`config.mk`:
```
export PLATFORM = sky130hd
export DESIGN_NAME = md5_search_sched_flat
export DESIGN_NICKNAME = d
export VERILOG_FILES = /design/src/rtl/md5_search_sched_pkg.sv /design/src/rtl/md5_search_sched_if.sv /design/src/rtl/md5_search_sched_bcd_ascii_add.sv /design/src/rtl/md5_search_sched.sv /design/src/flat_wrapper.sv
export SDC_FILE = /design/constraint.sdc
export NUM_CORES = 2
export LEC_CHECK = 0
export CORE_AREA = 4 4 380 382
export CTS_BUF_LIST = sky130_fd_sc_hd__clkbuf_4
export DETAILED_ROUTE_END_ITERATION = 10
export DIE_AREA = 0 0 384 386
export MAX_ROUTING_LAYER = met4
export PLACE_DENSITY_LB_ADDON = 0.05
export SLEW_MARGIN = 20
export SYNTH_ARGS = -nofsm -noshare
export SYNTH_HDL_FRONTEND = slang
export SYNTH_HIERARCHICAL = 1
export SYNTH_SLANG_ARGS = --single-unit
```
`constraint.sdc`:
```
create_clock -name clk -period 11.2 [get_ports clk]
set_input_delay 2.24 -clock clk [delete_from_list [all_inputs] [get_ports clk]]
set_output_delay 2.24 -clock clk [all_outputs]
set_load 0.05 [all_outputs]
```
`src/rtl/md5_search_sched_pkg.sv`:
```
// Shared types and helpers for the MD5 search scheduler: state encoding,
// ASCII/width constants, small arithmetic helpers.
package md5_sched_pkg;

    typedef enum logic [1:0] {
        ST_IDLE  = 2'd0,
        ST_RUN   = 2'd1,
        ST_DRAIN = 2'd2,
        ST_DONE  = 2'd3
    } state_t;

    localparam logic [7:0]        ASCII_ZERO = 8'h30;
    localparam logic [7:0]        DIGIT_MAX  = 8'h39;
    localparam int                CAND_W     = 64;
    localparam int                HASH_W     = 128;
    localparam logic [CAND_W-1:0] CAND_ZERO  = {8{ASCII_ZERO}};

    // Eight-character ASCII form of a single decimal digit value 0..9.
    function automatic logic [CAND_W-1:0] small_to_ascii(input logic [3:0] v);
        return {{7{ASCII_ZERO}}, ASCII_ZERO + {4'd0, v}};
    endfunction

    function automatic logic [3:0] popcount8(input logic [7:0] v);
        logic [3:0] cnt;
        cnt = 4'd0;
        for (int i = 0; i < 8; i++) begin
            cnt = cnt + {3'd0, v[i]};
        end
        return cnt;
    endfunction

    function automatic logic [31:0] sat_add32(input logic [31:0] a, input logic [31:0] b);
        logic [32:0] s;
        s = {1'b0, a} + {1'b0, b};
        return s[32] ? 32'hFFFF_FFFF : s[31:0];
    endfunction

endpackage

```
`src/rtl/md5_search_sched_if.sv`:
```
// Candidate/result bus between the search scheduler (master) and the md5
// engine array (slave); lane k occupies slice k of each vector.
interface md5_search_sched_if
    import md5_sched_pkg::*;
#(
    parameter int N_ENG = 3
);
    logic [CAND_W*N_ENG-1:0] att_o;
    logic [N_ENG-1:0]        att_vld_o;
    logic [HASH_W*N_ENG-1:0] hash_i;
    logic [CAND_W*N_ENG-1:0] cand_i;

    modport master (output att_o, att_vld_o, input hash_i, cand_i);
    modport slave  (input att_o, att_vld_o, output hash_i, cand_i);
endinterface

```
`src/rtl/md5_search_sched_bcd_ascii_add.sv`:
```
// Adds a small constant (0..8) to the low DIGITS characters of an 8-char
// ASCII decimal string; carry reports overflow past the last searched digit.
module bcd_ascii_add
    import md5_sched_pkg::*;
#(
    parameter int DIGITS = 8
) (
    input  logic [CAND_W-1:0] a,
    input  logic [3:0]        addend,
    output logic [CAND_W-1:0] sum,
    output logic              carry
);
    // Ripple decimal add from the least significant character (bits [7:0]).
    always_comb begin
        logic [7:0] inc_v;
        logic [7:0] ch_v;
        sum   = a;
        inc_v = {4'd0, addend};
        ch_v  = 8'd0;
        for (int d = 0; d < DIGITS; d++) begin
            ch_v = a[8*d +: 8] + inc_v;
            if (ch_v > DIGIT_MAX) begin
                sum[8*d +: 8] = ch_v - 8'd10;
                inc_v         = 8'd1;
            end else begin
                sum[8*d +: 8] = ch_v;
                inc_v         = 8'd0;
            end
        end
        carry = inc_v[0];
    end
endmodule

```
`src/rtl/md5_search_sched.sv`:
```
// Brute-force MD5 search sequencer: issues ASCII decimal candidates to N_ENG
// engines, compares results, reports match/exhaustion. Optional counters: MD5_SCHED_PERF_EN.
module md5_search_sched
    import md5_sched_pkg::*;
#(
    parameter int N_ENG    = 3,
    parameter int PIPE_LAT = 64,
    parameter int DIGITS   = 8
) (
    input  logic              clk,
    input  logic              reset_n,
    input  logic              start,
    input  logic              abort,
    input  logic [HASH_W-1:0] target_hash,
    md5_search_sched_if.master eng,
    output logic              busy,
    output logic              found,
    output logic              exhausted,
    output logic [CAND_W-1:0] pwd_o
`ifdef MD5_SCHED_PERF_EN
    ,
    output logic [31:0]       perf_cycles,
    output logic [31:0]       perf_cands
`endif
);
    localparam int LANES_W = CAND_W * N_ENG;

    state_t               state_r;
    logic [LANES_W-1:0]   att_r;
    logic [LANES_W-1:0]   att_init_s;
    logic [LANES_W-1:0]   att_next_s;
    logic [N_ENG-1:0]     carry_s;
    logic [N_ENG-1:0]     att_vld_r;
    logic [HASH_W-1:0]    target_r;
    logic [N_ENG-1:0]     vld_pipe_r [PIPE_LAT];
    logic                 busy_r;
    logic                 found_r;
    logic                 exhausted_r;
    logic [CAND_W-1:0]    pwd_r;
    logic                 hit_s;
    logic                 pipe_empty_s;
    logic                 flush_s;
    logic [CAND_W-1:0]    hit_cand_s;

    for (genvar k = 0; k < N_ENG; k++) begin : g_lane
        bcd_ascii_add #(.DIGITS(DIGITS)) u_add (
            .a      (att_r[CAND_W*k +: CAND_W]),
            .addend (4'(N_ENG)),
            .sum    (att_next_s[CAND_W*k +: CAND_W]),
            .carry  (carry_s[k])
        );
        assign att_init_s[CAND_W*k +: CAND_W] = small_to_ascii(4'(k));
    end

    // Lane compare; scanning downwards leaves the lowest hitting lane's candidate.
    always_comb begin
        logic lane_hit_v;
        hit_s      = 1'b0;
        hit_cand_s = '0;
        lane_hit_v = 1'b0;
        for (int k = N_ENG - 1; k >= 0; k--) begin
            lane_hit_v = vld_pipe_r[PIPE_LAT-1][k]
                         && (eng.hash_i[HASH_W*k +: HASH_W] == target_r);
            hit_s      = hit_s | lane_hit_v;
            hit_cand_s = lane_hit_v ? eng.cand_i[CAND_W*k +: CAND_W] : hit_cand_s;
        end
    end

    // Drain completes once no issued candidate is still inside the engines.
    always_comb begin
        logic [N_ENG-1:0] any_v;
        any_v = '0;
        for (int s = 0; s < PIPE_LAT; s++) begin
            any_v = any_v | vld_pipe_r[s];
        end
        pipe_empty_s = (any_v == '0);
    end

    assign flush_s = abort | (start & ~busy_r);

    // Validity delay line matching the engine latency; flushed on abort/start.
    always_ff @(posedge clk) begin
        if (!reset_n || flush_s) begin
            for (int s = 0; s < PIPE_LAT; s++) begin
                vld_pipe_r[s] <= '0;
            end
        end else begin
            vld_pipe_r[0] <= att_vld_r;
            for (int s = 1; s < PIPE_LAT; s++) begin
                vld_pipe_r[s] <= vld_pipe_r[s-1];
            end
        end
    end

    // Search FSM with registered candidate and status outputs.
    always_ff @(posedge clk) begin
        if (!reset_n) begin
            state_r     <= ST_IDLE;
            att_r       <= {N_ENG{CAND_ZERO}};
            att_vld_r   <= '0;
            target_r    <= '0;
            busy_r      <= 1'b0;
            found_r     <= 1'b0;
            exhausted_r <= 1'b0;
            pwd_r       <= '0;
        end else if (abort) begin
            state_r     <= ST_IDLE;
            att_r       <= {N_ENG{CAND_ZERO}};
            att_vld_r   <= '0;
            busy_r      <= 1'b0;
            found_r     <= 1'b0;
            exhausted_r <= 1'b0;
            pwd_r       <= '0;
        end else begin
            case (state_r)
                ST_IDLE, ST_DONE: begin
                    if (start) begin
                        state_r     <= ST_RUN;
                        target_r    <= target_hash;
                        att_r       <= att_init_s;
                        att_vld_r   <= '1;
                        busy_r      <= 1'b1;
                        found_r     <= 1'b0;
                        exhausted_r <= 1'b0;
                        pwd_r       <= '0;
                    end
                end
                ST_RUN: begin
                    if (hit_s) begin
                        state_r   <= ST_DONE;
                        att_vld_r <= '0;
                        busy_r    <= 1'b0;
                        found_r   <= 1'b1;
                        pwd_r     <= hit_cand_s;
                    end else if (!(&att_vld_r)) begin
                        // Some lane already passed the maximum: that was the last issue.
                        state_r   <= ST_DRAIN;
                        att_vld_r <= '0;
                    end else begin
                        att_r     <= att_next_s;
                        att_vld_r <= ~carry_s;
                    end
                end
                ST_DRAIN: begin
                    if (hit_s) begin
                        state_r <= ST_DONE;
                        busy_r  <= 1'b0;
                        found_r <= 1'b1;
                        pwd_r   <= hit_cand_s;
                    end else if (pipe_empty_s) begin
                        state_r     <= ST_DONE;
                        busy_r      <= 1'b0;
                        exhausted_r <= 1'b1;
                    end
                end
                default: begin
                    state_r   <= ST_IDLE;
                    att_vld_r <= '0;
                    busy_r    <= 1'b0;
                end
            endcase
        end
    end

    assign eng.att_o     = att_r;
    assign eng.att_vld_o = att_vld_r;
    assign busy          = busy_r;
    assign found         = found_r;
    assign exhausted     = exhausted_r;
    assign pwd_o         = pwd_r;

`ifdef MD5_SCHED_PERF_EN
    logic [31:0] perf_cycles_r;
    logic [31:0] perf_cands_r;

    // Run statistics: cleared by an accepted start, frozen outside RUN/DRAIN.
    always_ff @(posedge clk) begin
        if (!reset_n) begin
            perf_cycles_r <= 32'd0;
            perf_cands_r  <= 32'd0;
        end else if (start && !abort && !busy_r) begin
            perf_cycles_r <= 32'd0;
            perf_cands_r  <= 32'd0;
        end else if (busy_r) begin
            perf_cycles_r <= sat_add32(perf_cycles_r, 32'd1);
            perf_cands_r  <= sat_add32(perf_cands_r, {28'd0, popcount8(8'(att_vld_r))});
        end
    end

    assign perf_cycles = perf_cycles_r;
    assign perf_cands  = perf_cands_r;
`endif

endmodule
```
`src/flat_wrapper.sv`:
```
// flat-port wrapper written by rule: the top's interface ports become plain ports
module md5_search_sched_flat import md5_sched_pkg::*;
#(
    parameter int N_ENG    = 3,
    parameter int PIPE_LAT = 64,
    parameter int DIGITS   = 8
)
  (clk, reset_n, start, abort, target_hash, busy, found, exhausted, pwd_o, eng_att_o, eng_att_vld_o, eng_hash_i, eng_cand_i);
  md5_search_sched_if #(.N_ENG(N_ENG)) eng_i ();
  input  logic clk;
  input  logic reset_n;
  input  logic start;
  input  logic abort;
  input  logic [HASH_W-1:0] target_hash;
  output logic busy;
  output logic found;
  output logic exhausted;
  output logic [CAND_W-1:0] pwd_o;
  output wire logic [$bits(eng_i.att_o)-1:0] eng_att_o;
  output wire logic [$bits(eng_i.att_vld_o)-1:0] eng_att_vld_o;
  input wire logic [$bits(eng_i.hash_i)-1:0] eng_hash_i;
  input wire logic [$bits(eng_i.cand_i)-1:0] eng_cand_i;
  assign eng_att_o = eng_i.att_o;
  assign eng_att_vld_o = eng_i.att_vld_o;
  assign eng_i.hash_i = eng_hash_i;
  assign eng_i.cand_i = eng_cand_i;
  md5_search_sched #(.N_ENG(N_ENG), .PIPE_LAT(PIPE_LAT), .DIGITS(DIGITS)) u_core (.clk(clk), .reset_n(reset_n), .start(start), .abort(abort), .target_hash(target_hash), .eng(eng_i), .busy(busy), .found(found), .exhausted(exhausted), .pwd_o(pwd_o));
endmodule
```
# [Word level (Yosys, flattened, before mapping)]
# Memory sizes are Yosys's and may differ from the RTL's.
# Cells that the tools add are included.
[totals] regBits=392 latchBits=0 mem_bits_rw=192 mem_bits_ro=0 out_inout_bits=262 n_memories=1
[op_classes] add_sub_neg=48 n_mul=0 div=0 magnitude_cmp=24 eq_ne=15 shifts=0 mux=146 bitwise_logic=135 n_reduce_logical=20
[memory_table] name="u_core.vld_pipe_r" depth=64 width=3 rd=64 rd_clocked_by_memory_dff=0 wr=64 line_no="md5_search_sched.sv:35" text="logic [N_ENG-1:0] vld_pipe_r [PIPE_LAT];"
[ops] cell="192-bit two-way mux" count=3
[ops] cell="128-bit equality test" count=3
[ops] cell="192-bit case mux with 2 select lines" count=1
[ops] cell="64-bit two-way mux" count=5
[ops] cell="3-bit two-way mux" count=67
[ops] cell="8-bit by 6-bit greater-than comparator with 1-bit output, second input constant" count=24
[ops] cell="8-bit two-way mux" count=24
[ops] cell="8-bit by 4-bit subtractor with 8-bit output, second input constant" count=24
[ops] cell="3-bit bitwise OR" count=63
[ops] cell="8-bit adder" count=21
[ops] cell="64-bit case mux with 2 select lines" count=1
[ops] cell="1-bit bitwise OR" count=67
[ops] cell="1-bit two-way mux" count=35
[ops] cell="8-bit by 2-bit adder with 8-bit output, second input constant" count=3
[ops] cell="3-bit AND reduction" count=4
[ops] cell="2-bit two-way mux" count=5
[ops] cell="2-bit by 1-bit inequality test with 1-bit output, second input constant" count=4
[ops] cell="4-bit AND reduction" count=2
[ops] cell="2-bit inequality test, second input constant" count=3
[ops] cell="2-bit case mux with 3 select lines" count=1
[ops] cell="3-bit case mux with 2 select lines" count=1
[ops] cell="2-bit OR reduction" count=3
[ops] cell="2-bit equality test, second input constant" count=2
[ops] cell="1-bit case mux with 2 select lines" count=2
[ops] cell="14 further kinds" count=20

# [Longest topological paths before layout]
# An unclocked memory read counts as a cell.
[logic_depth] ltp_word=68 depth_mapped=59

# [Cells and area by module]
# The synthesis kept the hierarchy.
[modules_own_cells] module="md5_search_sched" n_inst=1 cells_each=2754 area_each_um2=25922.4 seq_area_each_um2=11691.2
[modules_own_cells] module="bcd_ascii_add at u_core.g_lane[0].u_add ..." n_inst=2 cells_each=412 area_each_um2=2857.7 seq_area_each_um2=0.0
[modules_own_cells] module="bcd_ascii_add at u_core.g_lane[2].u_add" n_inst=1 cells_each=408 area_each_um2=2879.0 seq_area_each_um2=0.0

# [Worst setup path after synthesis]
# No wires, ideal clock.
[synth_timing] path_kind="flip-flop to flip-flop" startpoint="register u_core.att_r[64] (netlist: u_core/eng.att_o[64])" endpoint="register u_core.att_r[127] (netlist: u_core/eng.att_o[127])" setup_time_ns=0.117 arrival_time_ns=11.760 required_ns=11.083 path_slack_ns=-0.677 stages_incl_launch_ff=58 synth_period_minus_slack_ns=11.877 path_cell_list="dfxtp_1 -> ha_1 -> inv_1 -> fa_1 -> nor2b_1 -> o21ai_1 -> or4_1 -> o211ai_1 -> o211ai_1 -> ha_1 -> ha_1 -> o21ai_0 -> a221oi_2 -> a31oi_1 -> inv_1 -> ha_1 -> ha_1 -> xnor2_1 -> [22 not listed] -> o211ai_1 -> and2_1 -> inv_1 -> ha_1 -> ha_1 -> o22ai_1 -> a221oi_1 -> a31oi_1 -> inv_1 -> ha_1 -> clkbuf_1 -> nand3_1 -> xor2_1 -> or2_2 -> nor4bb_1 -> a21oi_1 -> or3_1 -> a22o_1"
[synth_via] elab_chain_cells=27
[synth_lines] element="start: declaration" line_no="md5_search_sched.sv:29" text="logic [LANES_W-1:0] att_r;"
[synth_lines] element="start signal: assignment" line_no="md5_search_sched.sv:99" text="att_r <= {N_ENG{CAND_ZERO}};"
[synth_lines] element="start signal: assignment" line_no="md5_search_sched.sv:108" text="att_r <= {N_ENG{CAND_ZERO}};"
[synth_lines] element="start signal: assignment" line_no="md5_search_sched.sv:120" text="att_r <= att_init_s;"
[synth_lines] element="8-bit by 2-bit adder with 8-bit output (*)" line_no="md5_search_sched_bcd_ascii_add.sv:21" text="ch_v = a[8*d +: 8] + inc_v;"
[synth_lines] element="8-bit by 6-bit greater-than comparator with 1-bit output (*)" line_no="md5_search_sched_bcd_ascii_add.sv:22" text="if (ch_v > DIGIT_MAX) begin"
[synth_lines] element="1-bit two-way mux (*)" line_no="md5_search_sched_bcd_ascii_add.sv:22"
[synth_lines] element="8-bit adder (*)" line_no="md5_search_sched_bcd_ascii_add.sv:21"
[synth_lines] element="8-bit by 6-bit greater-than comparator with 1-bit output (*)" line_no="md5_search_sched_bcd_ascii_add.sv:22"
[synth_lines] element="1-bit two-way mux (*)" line_no="md5_search_sched_bcd_ascii_add.sv:22"
[synth_lines] element="8-bit adder (*)" line_no="md5_search_sched_bcd_ascii_add.sv:21"
[synth_lines] element="8-bit by 6-bit greater-than comparator with 1-bit output (*)" line_no="md5_search_sched_bcd_ascii_add.sv:22"
[synth_lines] element="[12 not listed]"
[synth_lines] element="1-bit two-way mux (*)" line_no="md5_search_sched_bcd_ascii_add.sv:22"
[synth_lines] element="8-bit adder (*)" line_no="md5_search_sched_bcd_ascii_add.sv:21"
[synth_lines] element="8-bit by 4-bit subtractor with 8-bit output / 8-bit by 6-bit greater-than comparator with 1-bit output (equally long branches)" line_no="md5_search_sched_bcd_ascii_add.sv:23, md5_search_sched_bcd_ascii_add.sv:22"
[synth_lines] element="8-bit two-way mux (*)" line_no="md5_search_sched_bcd_ascii_add.sv:22"
[synth_lines] element="named net u_core.att_next_s[127]" line_no="md5_search_sched.sv:31" text="logic [LANES_W-1:0] att_next_s;"
[synth_lines] element="192-bit two-way mux (*)" line_no="md5_search_sched.sv:135" text="end else if (!(&att_vld_r)) begin"
[synth_lines] element="192-bit two-way mux (*)" line_no="md5_search_sched.sv:129" text="if (hit_s) begin"
[synth_lines] element="192-bit case mux with 2 select lines (*)" line_no="md5_search_sched.sv:115" text="case (state_r)"
# The timed path passes the listed nets; every way through them passes the cells marked *. The select of a mux whose other input is x is not followed.
# A chain may end at the register's enable or synchronous reset.

# [Worst setup path in the final report]
[layout_timing] startpoint="register u_core.att_r[128] (netlist: u_core/eng.att_o[128])" endpoint="register u_core.att_r[187] (netlist: u_core/eng.att_o[187])"
# The elaborated chain is that of the path after synthesis.

==> metrics.yaml <==
status: "completed"
grtUsageTotal_pct: 26.1
post-dp-hpwl_mm: 153
io_buffers: 969
clk_path_buf_depth: 3
finalInstanceArea_um2: 50300
synth_area_leaders: "dfxtp_1, xnor2_1, a22o_1"
ir_worst_vdd_uv: 58.5
grt_remaining_overflow: 0
synth.avg_cell_area_um2: 8.66
fmax_ghz: 0.0928
num_io_pins: 970
synthArstFlopShare_pct: 0
grt_max_degree: 143
crit_path_end_kind: "flop"
finalNonFillerCells: 7174
finalSetupViolCount: 0
ys_warn_count: 6
clock-sinks: 584
synth_area_um2: 34500
placeableCoreArea_um2: 141000
final_nets: 5866
hold_ws_ps: 390
synthesis.instances: 3986
yosysUniqueCellTypes: 94
crit_required_ps: 12160
slew_violations: 0
initial_core_util_pct: 24.5
layout-drive-gt1-share_pct: 12.7
finalCritPeriodShare_pct: 96.2
skew_ps: 111
fill_cells: 14842
drc: 0
min_period_ps: 10780
synth_ff_type: "dfxtp_1"
grt_pass1_wl_mm: 270
clk_latency_ps: 1150
routed_wl_mm: 196
dpl_cell_area_um2: 46800
vias: 35537
finalHoldViolCount: 0
synth-seq-cells: 584
hold_class: "reg -> reg"
worstMarginPinSlew_ps: 1080
crit_path_top_delay_cell: "fa_2"
die_x_um: 384
critical-path-max-stage-delay_ps: 370
die-area_um2: 148000
hold_depth: 1
layout.cells.most_common_list: "clkdlybuf4s50_1, dfxtp_1, nand2_1"
ff2ff_path_depth: 57
ant_nets: 0
viasPerCell: 4.95
gp_congestion: 0.992
relSlewSlack_pct: 28.0
area_delta_synth_final_pct: 45.8
first_global_vias: 35065
placementRows: 138
cap_violations: 0
yosysSeqAreaShare_pct: 33.9
yosysTopAreaCell: "dfxtp_1"
multiInputGateArea_um2: 22200
dr.pass1.iters: 5
cp_common_cell: "ha_4"
cp_max_fo: 7
place_inst: 6747
cts_hold_buf: 0
clk_pin_slew_worst_paths_ps: 70
layout_commonest_cell: "clkdlybuf4s50_1"
synth_top_area_share_pct: 33.9
clockRootBuffer: "clkbuf_4"
wire_per_inst_um: 27.4
cts_tree: "done"
power.density_nw_per_um2: 101
sequential_cell_area_um2: 11700
htreeDepth: 4
die_h_um: 386
rsz0062_at_grt: "yes"
cts_inserted_buffers: 183
worstPathArrival_ps: 11730
synth_edf_count: 0
crit_path_start_kind: "flop"
drt_iter0_drc: 2473
antenna_found_initial: 78
crit_type: "reg -> reg"
leakage_uw: 0.0185
-- metrics by stage --
step | TNS, ps | power (µW) | util (%) | worst slack [ps]
2_1_floorplan | -44.6 | 2420 | - | -44.6
3_3_place_gp | -151 | 2880 | 33.2 | -71.4
3_5_place_dp | -1310 | 2880 | 33.2 | -248
4_1_cts | 0 | 5190 | 35.0 | 1.64
5_1_grt | -932 | 5330 | 35.7 | -171
6_report | 0 | 5070 | 35.7 | 423
-- critical path, delay by kind of cell, from the launching register on --
family | cells | cell delay (ps)
xor gates and xnor gates | 4 | 490
muxes | 1 | 310
and+or+nand+nor | 13 | 1900
adders and majority gates | 14 | 2810
AOI/OAI and AO/OA | 17 | 3880
buffers and inverters | 8 | 780
DFF | 1 | 350
-- where the power goes --
part | switching [µW] | total (µW) | internal, µW
Sequential | 91.9 | 2200 | 2100
Combinational | 310 | 655 | 344
Clock | 1080 | 2220 | 1140
-- layer usage --
layer  up-vias  GRT usage, %  part of all wire (%)
met5         -             -                     0
met4         0          6.53                   2.1
met3       229          7.07                   7.7
met2      1253          39.7                    45
met1     17192          34.2                    45
li1      16863             -                     -
-- registers in the layout, summed over array words and instances (netlist names) --
signal and cells:
u_core/busy 1, u_core/eng.att_o 192, u_core/eng.att_vld_o 3, u_core/exhausted 1, u_core/found 1, u_core/pwd_o 64, u_core/state_r 2, u_core/target_r 128
u_core/vld_pipe_r 192
-- Yosys cell counts, drive strengths merged, types with 13 or more instances --
cell and n:
a221oi 17, inv 149, and2 217, a211oi 24
nand2b 103, nor2 107, nor4 106, dfxtp 584
xor2 178, and4 18, a21oi 53, o211ai 21
o2111a 64, mux2i 27, o22a 119, nor3b 13
o21ai 111, clkbuf 165, a21o 13, nand3 165
nand2 348, a31oi 27, o2bb2ai 15, and3 101
o2111ai 32, o22ai 40, nor3 44, nand4 75
ha 80, a22o 223, nor2b 93, xnor2 275
a21boi 132, buf 73
-- cell families after synthesis --
family	count (synthesis)	share of synthesized area, %
flip-flops	584	33.9
XOR/XNOR	453	11.5
other	2	0.0218
adder cells (fa/ha/maj)	83	3.07
AO/OA/AOI/OAI	998	23.1
buffers and inverters	387	4.77
AND/OR/NAND/NOR	1440	22.5
multiplexers	39	1.17
-- final timing paths --
kind / startpoint / end / slack (ps)
worst max-delay path: u_core/eng.att_o[128]$_SDFFE_PP0P_ / u_core/eng.att_o[187]$_SDFFE_PP0P_ / 420
worst min-delay path: u_core/vld_pipe_r[6][15]$_SDFF_PP0_ / u_core/vld_pipe_r[6][18]$_SDFF_PP0_ / 390
worst max register to register: u_core/eng.att_o[128]$_SDFFE_PP0P_ / u_core/eng.att_o[187]$_SDFFE_PP0P_ / 420
worst min register to register: u_core/vld_pipe_r[6][15]$_SDFF_PP0_ / u_core/vld_pipe_r[6][18]$_SDFF_PP0_ / 390
-- cell type report --
cell class | count | area share, %
Timing Repair Buffer | 1129 | 21.7
Antenna cell | 66 | 0.328
Sequential cell | 584 | 23.3
Tap cell | 1890 | 4.70
Multi-Input combinational cell | 3028 | 44.2
Inverter | 149 | 1.11
Clock buffer | 278 | 4.15
Clock inverter | 50 | 0.579
-- repair_timing --
item	4_1_cts	5_1_grt
pin swaps	7	34
setup endpoints to repair	17	24
cloned	0	0
buffers inserted	7	26
resized for setup	19	114
hold endpoints to repair	0	0
(Power assumes the default switching activity.)
